## src/rtl/bit_serial_subtractor.sv

```systemverilog
// rtl/bit_serial_subtractor.sv - LSB-first serial A-B through one full-subtractor cell
// Optional signed-overflow output when OVF_DETECT_EN is defined.
module bit_serial_subtractor #(
    parameter int WIDTH = 8
) (
    input  logic             clk,
    input  logic             rst_n,
    input  logic             start,
    input  logic [WIDTH-1:0] a,
    input  logic [WIDTH-1:0] b,
    output logic             busy,
    output logic             done,
    output logic [WIDTH-1:0] diff,
    output logic             borrow
`ifdef OVF_DETECT_EN
    ,
    output logic             ovf
`endif
);

    localparam int CW = $clog2(WIDTH) + 1;
    localparam logic [CW-1:0] LAST_BIT = CW'(WIDTH - 1);

    typedef enum logic [1:0] {
        S_IDLE = 2'd0,
        S_RUN  = 2'd1,
        S_DONE = 2'd2
    } state_t;

    state_t           state_q, state_d;
    logic [WIDTH-1:0] sa_q, sa_d;
    logic [WIDTH-1:0] sb_q, sb_d;
    logic [WIDTH-1:0] res_q, res_d;
    logic [CW-1:0]    cnt_q, cnt_d;
    logic             br_q, br_d;
    logic [WIDTH-1:0] diff_q, diff_d;
    logic             borrow_q, borrow_d;
    logic             bit_d;
    logic             br_next;

`ifdef OVF_DETECT_EN
    logic a_msb_q, a_msb_d;
    logic b_msb_q, b_msb_d;
    logic ovf_q, ovf_d;
`endif

    // The full-subtractor cell
    always_comb begin
        bit_d   = sa_q[0] ^ sb_q[0] ^ br_q;
        br_next = (~sa_q[0] & sb_q[0]) | (~(sa_q[0] ^ sb_q[0]) & br_q);
    end

    always_comb begin
        state_d  = state_q;
        sa_d     = sa_q;
        sb_d     = sb_q;
        res_d    = res_q;
        cnt_d    = cnt_q;
        br_d     = br_q;
        diff_d   = diff_q;
        borrow_d = borrow_q;
`ifdef OVF_DETECT_EN
        a_msb_d  = a_msb_q;
        b_msb_d  = b_msb_q;
        ovf_d    = ovf_q;
`endif
        case (state_q)
            S_IDLE: begin
                if (start) begin
                    state_d = S_RUN;
                    sa_d    = a;
                    sb_d    = b;
                    br_d    = 1'b0;
                    cnt_d   = '0;
`ifdef OVF_DETECT_EN
                    a_msb_d = a[WIDTH-1];
                    b_msb_d = b[WIDTH-1];
`endif
                end
            end
            S_RUN: begin
                br_d  = br_next;
                res_d = {bit_d, res_q[WIDTH-1:1]};
                sa_d  = sa_q >> 1;
                sb_d  = sb_q >> 1;
                cnt_d = cnt_q + CW'(1);
                // Outputs only move here, so partial results never show
                if (cnt_q == LAST_BIT) begin
                    state_d  = S_DONE;
                    diff_d   = res_d;
                    borrow_d = br_next;
`ifdef OVF_DETECT_EN
                    ovf_d    = (a_msb_q != b_msb_q) && (bit_d != a_msb_q);
`endif
                end
            end
            S_DONE: begin
                state_d = S_IDLE;
            end
            default: begin
                state_d = S_IDLE;
            end
        endcase
    end

    always_ff @(posedge clk or negedge rst_n) begin
        if (!rst_n) begin
            state_q  <= S_IDLE;
            sa_q     <= '0;
            sb_q     <= '0;
            res_q    <= '0;
            cnt_q    <= '0;
            br_q     <= 1'b0;
            diff_q   <= '0;
            borrow_q <= 1'b0;
        end else begin
            state_q  <= state_d;
            sa_q     <= sa_d;
            sb_q     <= sb_d;
            res_q    <= res_d;
            cnt_q    <= cnt_d;
            br_q     <= br_d;
            diff_q   <= diff_d;
            borrow_q <= borrow_d;
        end
    end

`ifdef OVF_DETECT_EN
    always_ff @(posedge clk or negedge rst_n) begin
        if (!rst_n) begin
            a_msb_q <= 1'b0;
            b_msb_q <= 1'b0;
            ovf_q   <= 1'b0;
        end else begin
            a_msb_q <= a_msb_d;
            b_msb_q <= b_msb_d;
            ovf_q   <= ovf_d;
        end
    end

    assign ovf = ovf_q;
`endif

    assign busy   = (state_q == S_RUN);
    assign done   = (state_q == S_DONE);
    assign diff   = diff_q;
    assign borrow = borrow_q;

endmodule
```

## config.mk

```make
export PLATFORM = sky130hd
export DESIGN_NAME = bit_serial_subtractor
export DESIGN_NICKNAME = d
export VERILOG_FILES = /design/src/rtl/bit_serial_subtractor.sv
export SDC_FILE = /design/constraint.sdc
export NUM_CORES = 1
export LEC_CHECK = 0
export BUFFER_PORTS_ARGS = -buffer_cell sky130_fd_sc_hd__buf_2
export CAP_MARGIN = 30
export CORE_MARGIN = 2
export CORE_UTILIZATION = 58
export CTS_CLUSTER_DIAMETER = 100
export DETAILED_ROUTE_END_ITERATION = 12
export PLACE_DENSITY = 0.94
export SLEW_MARGIN = 20
export SYNTH_ARGS = -nofsm -noshare
export SYNTH_HDL_FRONTEND = slang
export SYNTH_SLANG_ARGS = --single-unit
export TNS_END_PERCENT = 5
```

## constraint.sdc

```tcl
create_clock -name clk -period 3.7 [get_ports clk]
set_input_delay 0.925 -clock clk [delete_from_list [all_inputs] [get_ports clk]]
set_output_delay 0.925 -clock clk [all_outputs]
set_load 0.02 [all_outputs]
```

Word-level counts from Yosys, hierarchy flattened
Cells that the tools add are included.
- equality and inequality tests: 5
- multiplexer cells: 11
- add/sub/neg operators: 1
- bitwise operators: 7
- reduce and logical (&&, ||, !) cells: 5
- operator list (cell ; number):
    one-hot mux 8 bit (2 select lines) ; 2
    2-to-1 mux 8 bit ; 2
    one-hot mux 4 bit (2 select lines) ; 1
    AND reduction 2 bit ; 3
    adder 4 x 1 -> 4 bit (second input constant) ; 1
    equality test 4 x 3 -> 1 bit (second input constant) ; 1
    2-to-1 mux 2 bit ; 2
    2-to-1 mux 4 bit ; 1
    one-hot mux 2 bit (2 select lines) ; 1
    AND 1 bit ; 2
    equality test 2 x 1 -> 1 bit (second input constant) ; 1
    equality test 2 bit (second input constant) ; 1
    logical NOT 2 bit ; 1
    != test 2 x 1 -> 1 bit (second input constant) ; 1
    != test 2 bit (second input constant) ; 1
    inverter 1 bit ; 2
    one-hot mux 1 bit (2 select lines) ; 1
    nonzero test 2 bit ; 1
    bitwise XOR 1 bit ; 2
    2-to-1 mux 1 bit ; 1
    bitwise OR 1 bit ; 1
- bits in registers: 40
- output and inout bits: 11

Longest topological paths before layout
Gate-level depths: netlist (run 1).
- depth in word-level cells: 5
- mapped depth: 6
- depth with buffers taken out: 4

Least setup slack after synthesis (run 1)
Ideal clock, no wire load.
- kind: reg2out
- start point: reg state_q[0]
- end point: out done
- path slack: 1.664 ns
- arrival: 1.111 ns
- required time: 2.775 ns
- stages on the path, launching flop included: 4
- cells stage by stage: dfrtp_1 -> clkbuf_1 -> buf_2 -> nor2b_1
- cells in the longest elaborated chain, start to end: 1
- ends and longest elaborated chain (element ; RTL line ; source):
    from (decl) ; 30 ; state_t state_q, state_d;
    from (signal assigned) ; 117 ; state_q <= state_d;
    equality test 2 bit ; 145 ; assign done = (state_q == S_DONE);
    to (decl) ; 12 ; output logic done,
No other way between the ends.

Worst setup path in the final report (run 1)
- start point: reg state_q[1]
- end point: out busy
- cells in the longest elaborated chain, start to end: 1
- ends and longest elaborated chain (element ; RTL line ; source):
    equality test 2 x 1 -> 1 bit ; 144 ; assign busy = (state_q == S_RUN);
    to (decl) ; 11 ; output logic busy,
No other way between the ends.

==> results.txt, run 1 <==
I/O pins: 30
Yosys top cell area share: 59.8%
Ys Warns: 0
P_leak: 0.900 nW
Required time worst endpoint: 2770 ps
VDD IR max: 0.000612 V
Final period util: 73.1%
Final Skew: 9.07 ps
Die extent in x: 57.1 um
Fin crit period: 2700 ps
Detailed placer's ending HPWL: 2000 um
Fin. Hold Viols: 0
Total power: 0.00157 W
Pin count of the biggest net entering global routing: 40
CTS Buf Count: 5
Startpoint Class: flop
Synth-to-Final Area Change: 13.9%
Remaining global-route overflow: 0
DR vias: 1183
F_max: 370 MHz
Post-synthesis cell count: 150
Number of synthesized flops with an enable pin: 0
Comb pwr share: 36.3%
Detail Route Antenna Nets: 0
Worst slew margin relative to its limit: 38.6%
Async set-reset flop share out of synthesis: 100%
RSZ-0062 raised after global routing: no
Worst hold slack: 490 ps
Worst min path class: flop to flop
Clock tree sinks: 39
First-pass detailed-route iteration total: 4
Synthesized flop and latch total: 39
Initial Util: 60.2%
Sw Pwr: 0.000604 W
CP Capture Type: primary output
CTS H-tree lvls: 2
Sequential fraction of the synthesis area: 59.8%
Netlist cell types: 24
GPL Wtd Cong: 0.736
CTS resizes: 0
Die H: 57.1 um
CP delay by family, top: flip-flops
Status: finished, final reports clean
Root buffer cell: clkbuf_4
Net Sw Frac: 38.5%
Seq pwr share: 48.4%
Max Cap Viol: 0
# setup viols final: 0
Ratio of total power to cell area: 844 mW/mm^2
Routed wire length per instance: 13.5 um
Arrival time worst endpoint: 1780 ps
Synth area leaders: dfrtp_1 (60%), nand2_1 (9.0%), a22oi_1 (6.0%)
Cts hold-fix bufs: 0
Post-synth net total: 171
Buffers on Ports: 29
Cell area after synthesis: 0.00163 sq mm
Global-route wire length before repair: 4860 um
# DRC: 0
Post-synth top area cell: dfrtp_1
Crit Path Class: flop to primary output
Slew @ Worst Pin: 920 ps
# diodes: 0
Critical Path Max Stage Delay: 670 ps
Clock power share: 15.3%
CP max stage cell: dfrtp_1
Internal: 0.000965 W
Violation count after the first detailed-route iteration: 19
Final Max Tran Viols: 0
Crit Path Max Fanout: 19
Clock buffer depth: 2
Setup TNS: 0 ps
Worst skew pair latency: 340 ps
Worst-path clk slew: 110 ps
Core area: 0.00271 sq mm
CP Cell Sequence: nand2b_4 > clkinv_1 > buf_2
FP Rows: 19
CTS tree: built
Initial antenna violation count: 0
Layout Nets: 200
Bufs and invs on worst path: 2
Vias in the first global route: 1129
Tot GR Track Use: 19.8%
Syn_area_per_cell: 10.9 sq um
Via-to-Cell Ratio: 5.61
Post-CTS setup repair buffer count: 0
Fraction of layout cells with a size suffix above 1: 26.1%
Ys flop type: dfrtp_1
Full die area: 0.00326 sq mm
Total routed wirelength: 2850 um
-- sequential cells by signal, indices dropped and copies added (netlist names) --
signal   flops
state_q      2
res_q        7
borrow       1
sb_q         8
diff         8
br_q         1
sa_q         8
cnt_q        4
-- worst reg2reg max path: cells and delay by family (launching register included) --
kind	cells	cell delay [ps]
mux	1	390
flops	1	830
simple gates	2	700
-- placed cells by master, fill, tap and decap left out --
| master | instances |
|---|---|
| nand2_1 | 39 |
| dfrtp_1 | 39 |
| buf_2 | 29 |
| o21ai_0 | 16 |
| a22oi_1 | 13 |
| mux2_2 | 8 |
| clkbuf_4 | 5 |
| a22o_1 | 4 |
| inv_1 | 3 |
| nor2b_1 | 3 |
| nand3_1 | 3 |
| a21oi_1 | 2 |
| mux2i_1 | 2 |
| clkbuf_8 | 2 |
| nand2b_4 | 1 |
| clkinv_1 | 1 |
| nor3_4 | 1 |
| o21bai_1 | 1 |
| and3b_1 | 1 |
| or3_1 | 1 |
| nor2_1 | 1 |
| nand2b_1 | 1 |
| fa_1 | 1 |
| ha_1 | 1 |
| clkbuf_1 | 1 |
| buf_4 | 1 |
-- cell usage after synthesis (all sizes together) (2+ instances only) --
master  number
inv          3
o21ai       16
nor2b        3
a22o         4
a21oi        2
mux2i        2
buf          2
dfrtp       39
nand2       39
clkbuf       6
a22oi       13
nand3        3
nand2b       2
mux2         8
-- power groups by stage --
stage / sequential [W] / combinational [W] / clock, W
3_3_place_gp: 0.000756 / 0.000556 / 0
2_1_floorplan: 0.000761 / 0.000418 / 0
3_5_place_dp: 0.000770 / 0.000581 / 0
5_1_grt: 0.000786 / 0.000642 / 0.000266
6_report: 0.000760 / 0.000569 / 0.000241
4_1_cts: 0.000760 / 0.000584 / 0.000247
-- layer usage --
metal  part of all wire [%]  up-vias  wire length [um]  GRT usage, %
li1                       -      575                 -             -
met1                     44      562              1260          24.1
met2                     49       44              1400          32.7
met3                    6.3        2               179          7.71
met4                   0.32        0                 9          6.64
met5                      0        -                 0             0
-- per-stage QoR --
step	instance area [sq um]	std cells	utilization, %	worst slack, ps
finish	1860	211	68.6	995
global route	1860	211	68.6	844
floorplan	1630	150	-	1660
global placement	1790	203	66.1	1440
detailed placement	1790	203	66.1	1380
CTS	1860	211	68.6	989
-- logic make-up after synthesis --
kind of cell             synth area share [%]
AND/OR/NAND/NOR                          14.4
adder cells (fa/ha/maj)                  1.99
flip-flops                               59.8
AO/OA/AOI/OAI                            14.1
buffers and inverters                    2.99
multiplexers                             6.74
-- worst paths after layout --
kind / start / endpoint / slack (ps) / cells after the start
worst max-delay path: state_q[1] / busy / 1000 / 3
worst min-delay path: sa_q[1] / sa_q[1] / 490 / 2
worst max register to register: state_q[0] / diff[2] / 1680 / 3
worst min register to register: sa_q[1] / sa_q[1] / 490 / 2
max in group asynchronous: rst_n / cnt_q[0] / 2510 / 1
min in group asynchronous: rst_n / sb_q[0] / 670 / 1
-- final cells by class --
cell class                 instances  area, sq um
tap                               31         38.8
sequential                        39          976
timing repair buffer              30          153
clock buffer                       8         68.8
multi-input combinational         99          608
inverter                           4         15.0
fill                             227          851
Power figures use the tool's default switching activity.
==> run 2: changes to the inputs <==
- CORE_UTILIZATION: 58 -> 48
- PLACE_DENSITY: 0.94 -> 0.84
- clock period: 3.7 -> 2.3 ns (I/O delays scaled with it)
==> run 2 against run 1 <==
Compared with the run above: setup slack lost 680 ps; routed wire length rose by 3.1%; clock-buffer cell count down 1; sequential power grew 53%; highest routed layer unchanged; register-to-register slack worse by 1000 ps; final cell count up 9.0%.
==> results.txt, run 2 (same netlist as run 1, synthesis figures left out) <==
Status: finished, final reports clean
Reg2Reg Depth: 4 (+1)
Remaining global-route overflow: 0 (unchanged)
Cts hold-fix bufs: 0 (unchanged)
Core area: 0.00331 sq mm (+22%)
Max Cap Viol: 0 (unchanged)
Setup TNS: 0 ps (unchanged)
Total power: 0.00251 W (+60%)
Initial antenna violation count: 0 (unchanged)
Final period util: 86.1%
Slew @ Worst Pin: 517 ps (-402 ps)
Post-CTS setup repair buffer count: 0 (unchanged)
GPL Wtd Cong: 0.750 (+1.8%)
Final Skew: 6.44 ps (-2.63 ps)
Total routed wirelength: 2940 um (+3.1%)
Via-to-Cell Ratio: 5.25 (-6.4%)
CTS H-tree lvls: 2 (unchanged)
Detailed placer's ending HPWL: 2000 um (-0.20%)
Worst R2R Setup Slack: 660 ps (-1020 ps)
Beginning of the critical path: state_q[1]
Layout Nets: 204 (+2.0%)
Synth-to-Final Area Change: 15.7%
CTS resizes: 0 (unchanged)
Initial Util: 49.3% (-11 points)
Ratio of total power to cell area: 1330 mW/mm^2 (+58%)
Worst skew pair latency: 340 ps (about the same)
FP Rows: 21 (+2)
Clock tree sinks: 39 (unchanged)
# DRC: 0 (unchanged)
Buffers on Ports: 29 (unchanged)
Required time worst endpoint: 1730 ps (-1040 ps)
VDD IR max: 0.000531 V (-13%)
Most frequent cells in the layout: nand2_1 (39), dfrtp_1 (39), buf_2 (29), o21ai_0 (16), a22oi_1 (13)
Full die area: 0.00388 sq mm (+19%)
CTS Buf Count: 5 (unchanged)
Root buffer cell: clkbuf_4
F_max: 505 MHz
Global-route wire length before repair: 5240 um (+7.7%)
Fin. Hold Viols: 0 (unchanged)
I/O pins: 30 (unchanged)
RR Endpoint: diff[3]
# diodes: 0 (unchanged)
Worst-path clk slew: 110 ps (about the same)
Fin crit period: 1980 ps
Worst min path class: primary input to async pin
Die extent in x: 62.3 um (+9.2%)
Area occupied by multi-input gates: 608 sq um (unchanged)
Worst Setup EP: busy
Fraction of layout cells with a size suffix above 1: 27.2% (+1.1 points)
Crit Path Max Fanout: 12 (-7)
Detail Route Antenna Nets: 0 (unchanged)
Worst reg2reg startpoint: cnt_q[0]
First-pass detailed-route iteration total: 5 (+1)
Final Max Tran Viols: 0 (unchanged)
FF/Latch Area: 976 sq um (unchanged)
DR vias: 1207 (+2.0%)
P_leak: 0.911 nW (+1.2%)
Routed wire length per instance: 12.8 um (-5.4%)
Arrival time worst endpoint: 1410 ps (-370 ps)
Crit Path Class: flop to primary output
CTS tree: built
Clock buffer depth: 2 (unchanged)
# setup viols final: 0 (unchanged)
Worst slew margin relative to its limit: 65.4% (+27 points)
Tot GR Track Use: 17.1% (-2.7 points)
Startpoint Class: flop
Violation count after the first detailed-route iteration: 59 (+40)
RSZ-0062 raised after global routing: no
Pin count of the biggest net entering global routing: 40 (unchanged)
CP Capture Type: primary output
Vias in the first global route: 1185 (+5.0%)
Die H: 62.3 um (+9.2%)
Filler instances: 303 (+33%)
-- run 2: cell types whose count changed in the layout (fill, tap and decap cells not counted), sizes merged --
cell,before,now
buf,30,34
clkbuf,8,7
clkinv,1,2
-- run 2: how the worst min path moves through the flow --
stage	endpoint	slack [ps]	cells after the start
2_1_floorplan	borrow	280	0
3_3_place_gp	sa_q[1]	460	2
3_5_place_dp	res_q[1]	470	2
4_1_cts	diff[6]	270	2
5_1_grt	diff[6]	290	2
6_report	diff[3]	260	2
-- run 2: stage by stage --
stage / area, sq um / instances / setup slack [ps] / hold WS (ps) / util (%)
2_1_floorplan: 1630 / 150 / 614 / 279 / -
3_3_place_gp: 1840 / 222 / 727 / 464 / 55.6
3_5_place_dp: 1840 / 222 / 671 / 471 / 55.6
4_1_cts: 1890 / 230 / 305 / 268 / 57.1
5_1_grt: 1890 / 230 / 211 / 290 / 57.1
6_report: 1890 / 230 / 319 / 256 / 57.1
-- run 2: per-layer routing --
metal / vias up / track usage (%) / routed length [um]
li1: 583 / - / -
met5: - / 0 / 0
met2: 42 / 28.4 / 1400
met3: 7 / 4.53 / 157
met4: 0 / 6.67 / 50
met1: 575 / 21.6 / 1330
-- run 2: final cells by class --
class / instances / area share, %
Multi-Input combinational cell: 99 / 32.2
Timing Repair Buffer: 34 / 9.67
Clock buffer: 7 / 2.38
Tap cell: 46 / 3.05
Clock inverter: 1 / 0.265
Inverter: 4 / 0.795
Sequential cell: 39 / 51.7
-- run 2: worst max-delay path: stages (launching register included) --
cell and delay (ps):
dfrtp_1 370, nand2b_4 210, clkinv_1 240, buf_2 240
-- run 2: power by group --
| part | total (W) | internal, W | switching (W) |
|---|---|---|---|
| Sequential | 0.00116 | 0.000978 | 0.000182 |
| Combinational | 0.00102 | 0.000420 | 0.000605 |
| Clock | 0.000327 | 0.000119 | 0.000208 |
| Total | 0.00251 | 0.00152 | 0.000995 |
==> run 3: changes to the inputs <==
- CORE_UTILIZATION: 48 -> 39
- PLACE_DENSITY: 0.84 -> 0.73
==> run 3 against run 2 <==
Compared with the run above: final cell count rose by 2.2%; core utilization down 8.6 points; clock-buffer cell count up 1; routed wire length increased by 0.72%; first-iteration DRC count is 10% higher; register-to-register slack about the same; die area rose by 22%; via count is 2.5% lower; non-clock buffer count grew 1; largest cell class unchanged.
==> results.txt, run 3 (same netlist as run 1, synthesis figures left out) <==
Routed wire length per instance: 12.6 um (-1.4%)
Most frequent cells in the layout: nand2_1 (39), dfrtp_1 (39), buf_2 (29), o21ai_0 (16), a22oi_1 (13)
Via-to-Cell Ratio: 5.01 (-4.6%)
Final Skew: 2.67 ps (-3.77 ps)
CTS tree: built
RSZ-0062 raised after global routing: no
Worst hold slack: 317 ps (+60.3 ps)
CTS Buf Count: 5 (unchanged)
Full die area: 0.00472 sq mm (+22%)
Final Max Tran Viols: 0 (unchanged)
FF/Latch Area: 976 sq um (unchanged)
Detailed placer's ending HPWL: 1990 um (-0.72%)
GPL Wtd Cong: 0.709 (-5.4%)
Filler instances: 376 (+24%)
Status: finished, final reports clean
Worst slew margin relative to its limit: 64.8% (-0.61 points)
Violation count after the first detailed-route iteration: 65 (+10%)
I/O pins: 30 (unchanged)
Initial antenna violation count: 0 (unchanged)
CP Capture Type: primary output
# diodes: 0 (unchanged)
Crit Path Max Fanout: 12 (unchanged)
Die extent in x: 68.7 um (+10%)
Required time worst endpoint: 1730 ps (about the same)
Fin crit period: 1900 ps (-81.8 ps)
# DRC: 0 (unchanged)
Arrival time worst endpoint: 1320 ps (-90 ps)
Final period util: 82.6% (-3.6 points)
Global-route wire length before repair: 5070 um (-3.2%)
VDD IR max: 0.000471 V (-11%)
Reg2Reg Depth: 4 (unchanged)
Worst-path clk slew: 70 ps (-40 ps)
Ratio of total power to cell area: 1370 mW/mm^2 (+3.3%)
Root buffer cell: clkbuf_8
RR Endpoint: diff[7]
Worst min path class: primary input to async pin
Core area: 0.00403 sq mm (+22%)
Fraction of layout cells with a size suffix above 1: 28.1% (+0.93 points)
Remaining global-route overflow: 0 (unchanged)
FP Rows: 23 (+9.5%)
DR vias: 1177 (-2.5%)
Die H: 68.7 um (+10%)
Worst R2R Setup Slack: 660 ps (about the same)
Initial Util: 40.5% (-8.8 points)
Pin count of the biggest net entering global routing: 40 (unchanged)
Area occupied by multi-input gates: 608 sq um (unchanged)
Synth-to-Final Area Change: 19.5%
Worst reg2reg startpoint: cnt_q[0]
Setup TNS: 0 ps (unchanged)
Layout Nets: 205 (+0.49%)
Max Cap Viol: 0 (unchanged)
Tot GR Track Use: 14.6% (-2.5 points)
Post-CTS setup repair buffer count: 0 (unchanged)
Post-layout util: 48.4% (-8.6 points)
Vias in the first global route: 1141 (-3.7%)
F_max: 526 MHz (+4.3%)
CTS resizes: 0 (unchanged)
P_leak: 0.938 nW (+3.0%)
# setup viols final: 0 (unchanged)
Startpoint Class: flop
Clock buffer depth: 2 (unchanged)
Crit Path Class: flop to primary output
Buffers on Ports: 29 (unchanged)
Total routed wirelength: 2960 um (+0.72%)
CTS H-tree lvls: 2 (unchanged)
Detail Route Antenna Nets: 0 (unchanged)
Fin. Hold Viols: 0 (unchanged)
Cts hold-fix bufs: 0 (unchanged)
Slew @ Worst Pin: 527 ps (+9.18 ps)
Worst skew pair latency: 290 ps (-50 ps)
Clock tree sinks: 39 (unchanged)
First-pass detailed-route iteration total: 5 (unchanged)
## run 3: cell count changes in the layout (fill, tap and decap cells not counted)
cell | previous run | this run
clkbuf_4 | 5 | 0
clkbuf_1 | 2 | 1
buf_4 | 5 | 6
clkinv_2 | 1 | 0
clkbuf_8 | 0 | 7
## run 3: cell type report
| type | instances | area share (%) |
|---|---|---|
| Tap cell | 50 | 3.21 |
| Inverter | 4 | 0.769 |
| Multi-Input combinational cell | 99 | 31.2 |
| Clock buffer | 8 | 5.13 |
| Timing Repair Buffer | 35 | 9.74 |
| Sequential cell | 39 | 50.0 |
## run 3: stage by stage
stage	total power [W]	area (sq um)	worst slack, ps	instances
finish	0.00268	1950	401	235
global placement	0.00218	1850	716	227
global route	0.00292	1950	280	235
detailed placement	0.00221	1850	623	227
floorplan	0.00190	1630	614	150
CTS	0.00272	1950	390	235
## run 3: worst max path at each step
stage / slack (ps) / start / end / cells past startpoint
finish: 400 / state_q[0] / busy / 3
global placement: 720 / cnt_q[0] / diff[0] / 4
detailed placement: 620 / cnt_q[0] / diff[4] / 4
global route: 280 / state_q[0] / busy / 3
CTS: 390 / state_q[0] / busy / 3
floorplan: 610 / state_q[0] / done / 3
## run 3: layer usage
| layer | global-route usage, % | up-vias | routed length, um |
|---|---|---|---|
| met5 | 0 | - | 0 |
| met4 | 5.88 | 0 | 60 |
| met3 | 4.38 | 6 | 192 |
| met2 | 21.8 | 38 | 1240 |
| met1 | 20.0 | 550 | 1460 |
| li1 | - | 583 | - |
## run 3: worst max-delay path: stages (launching register included)
cell and delay [ps]:
dfrtp_1 410, nand2b_4 160, clkinv_1 230, buf_2 230
## run 3: report_power, final
group / total [W] / leakage, nW / switching (W) / internal [W]
clock: 0.000503 / 0.0515 / 0.000229 / 0.000273
sequential: 0.00116 / 0.500 / 0.000183 / 0.000981
combinational: 0.00102 / 0.386 / 0.000588 / 0.000427
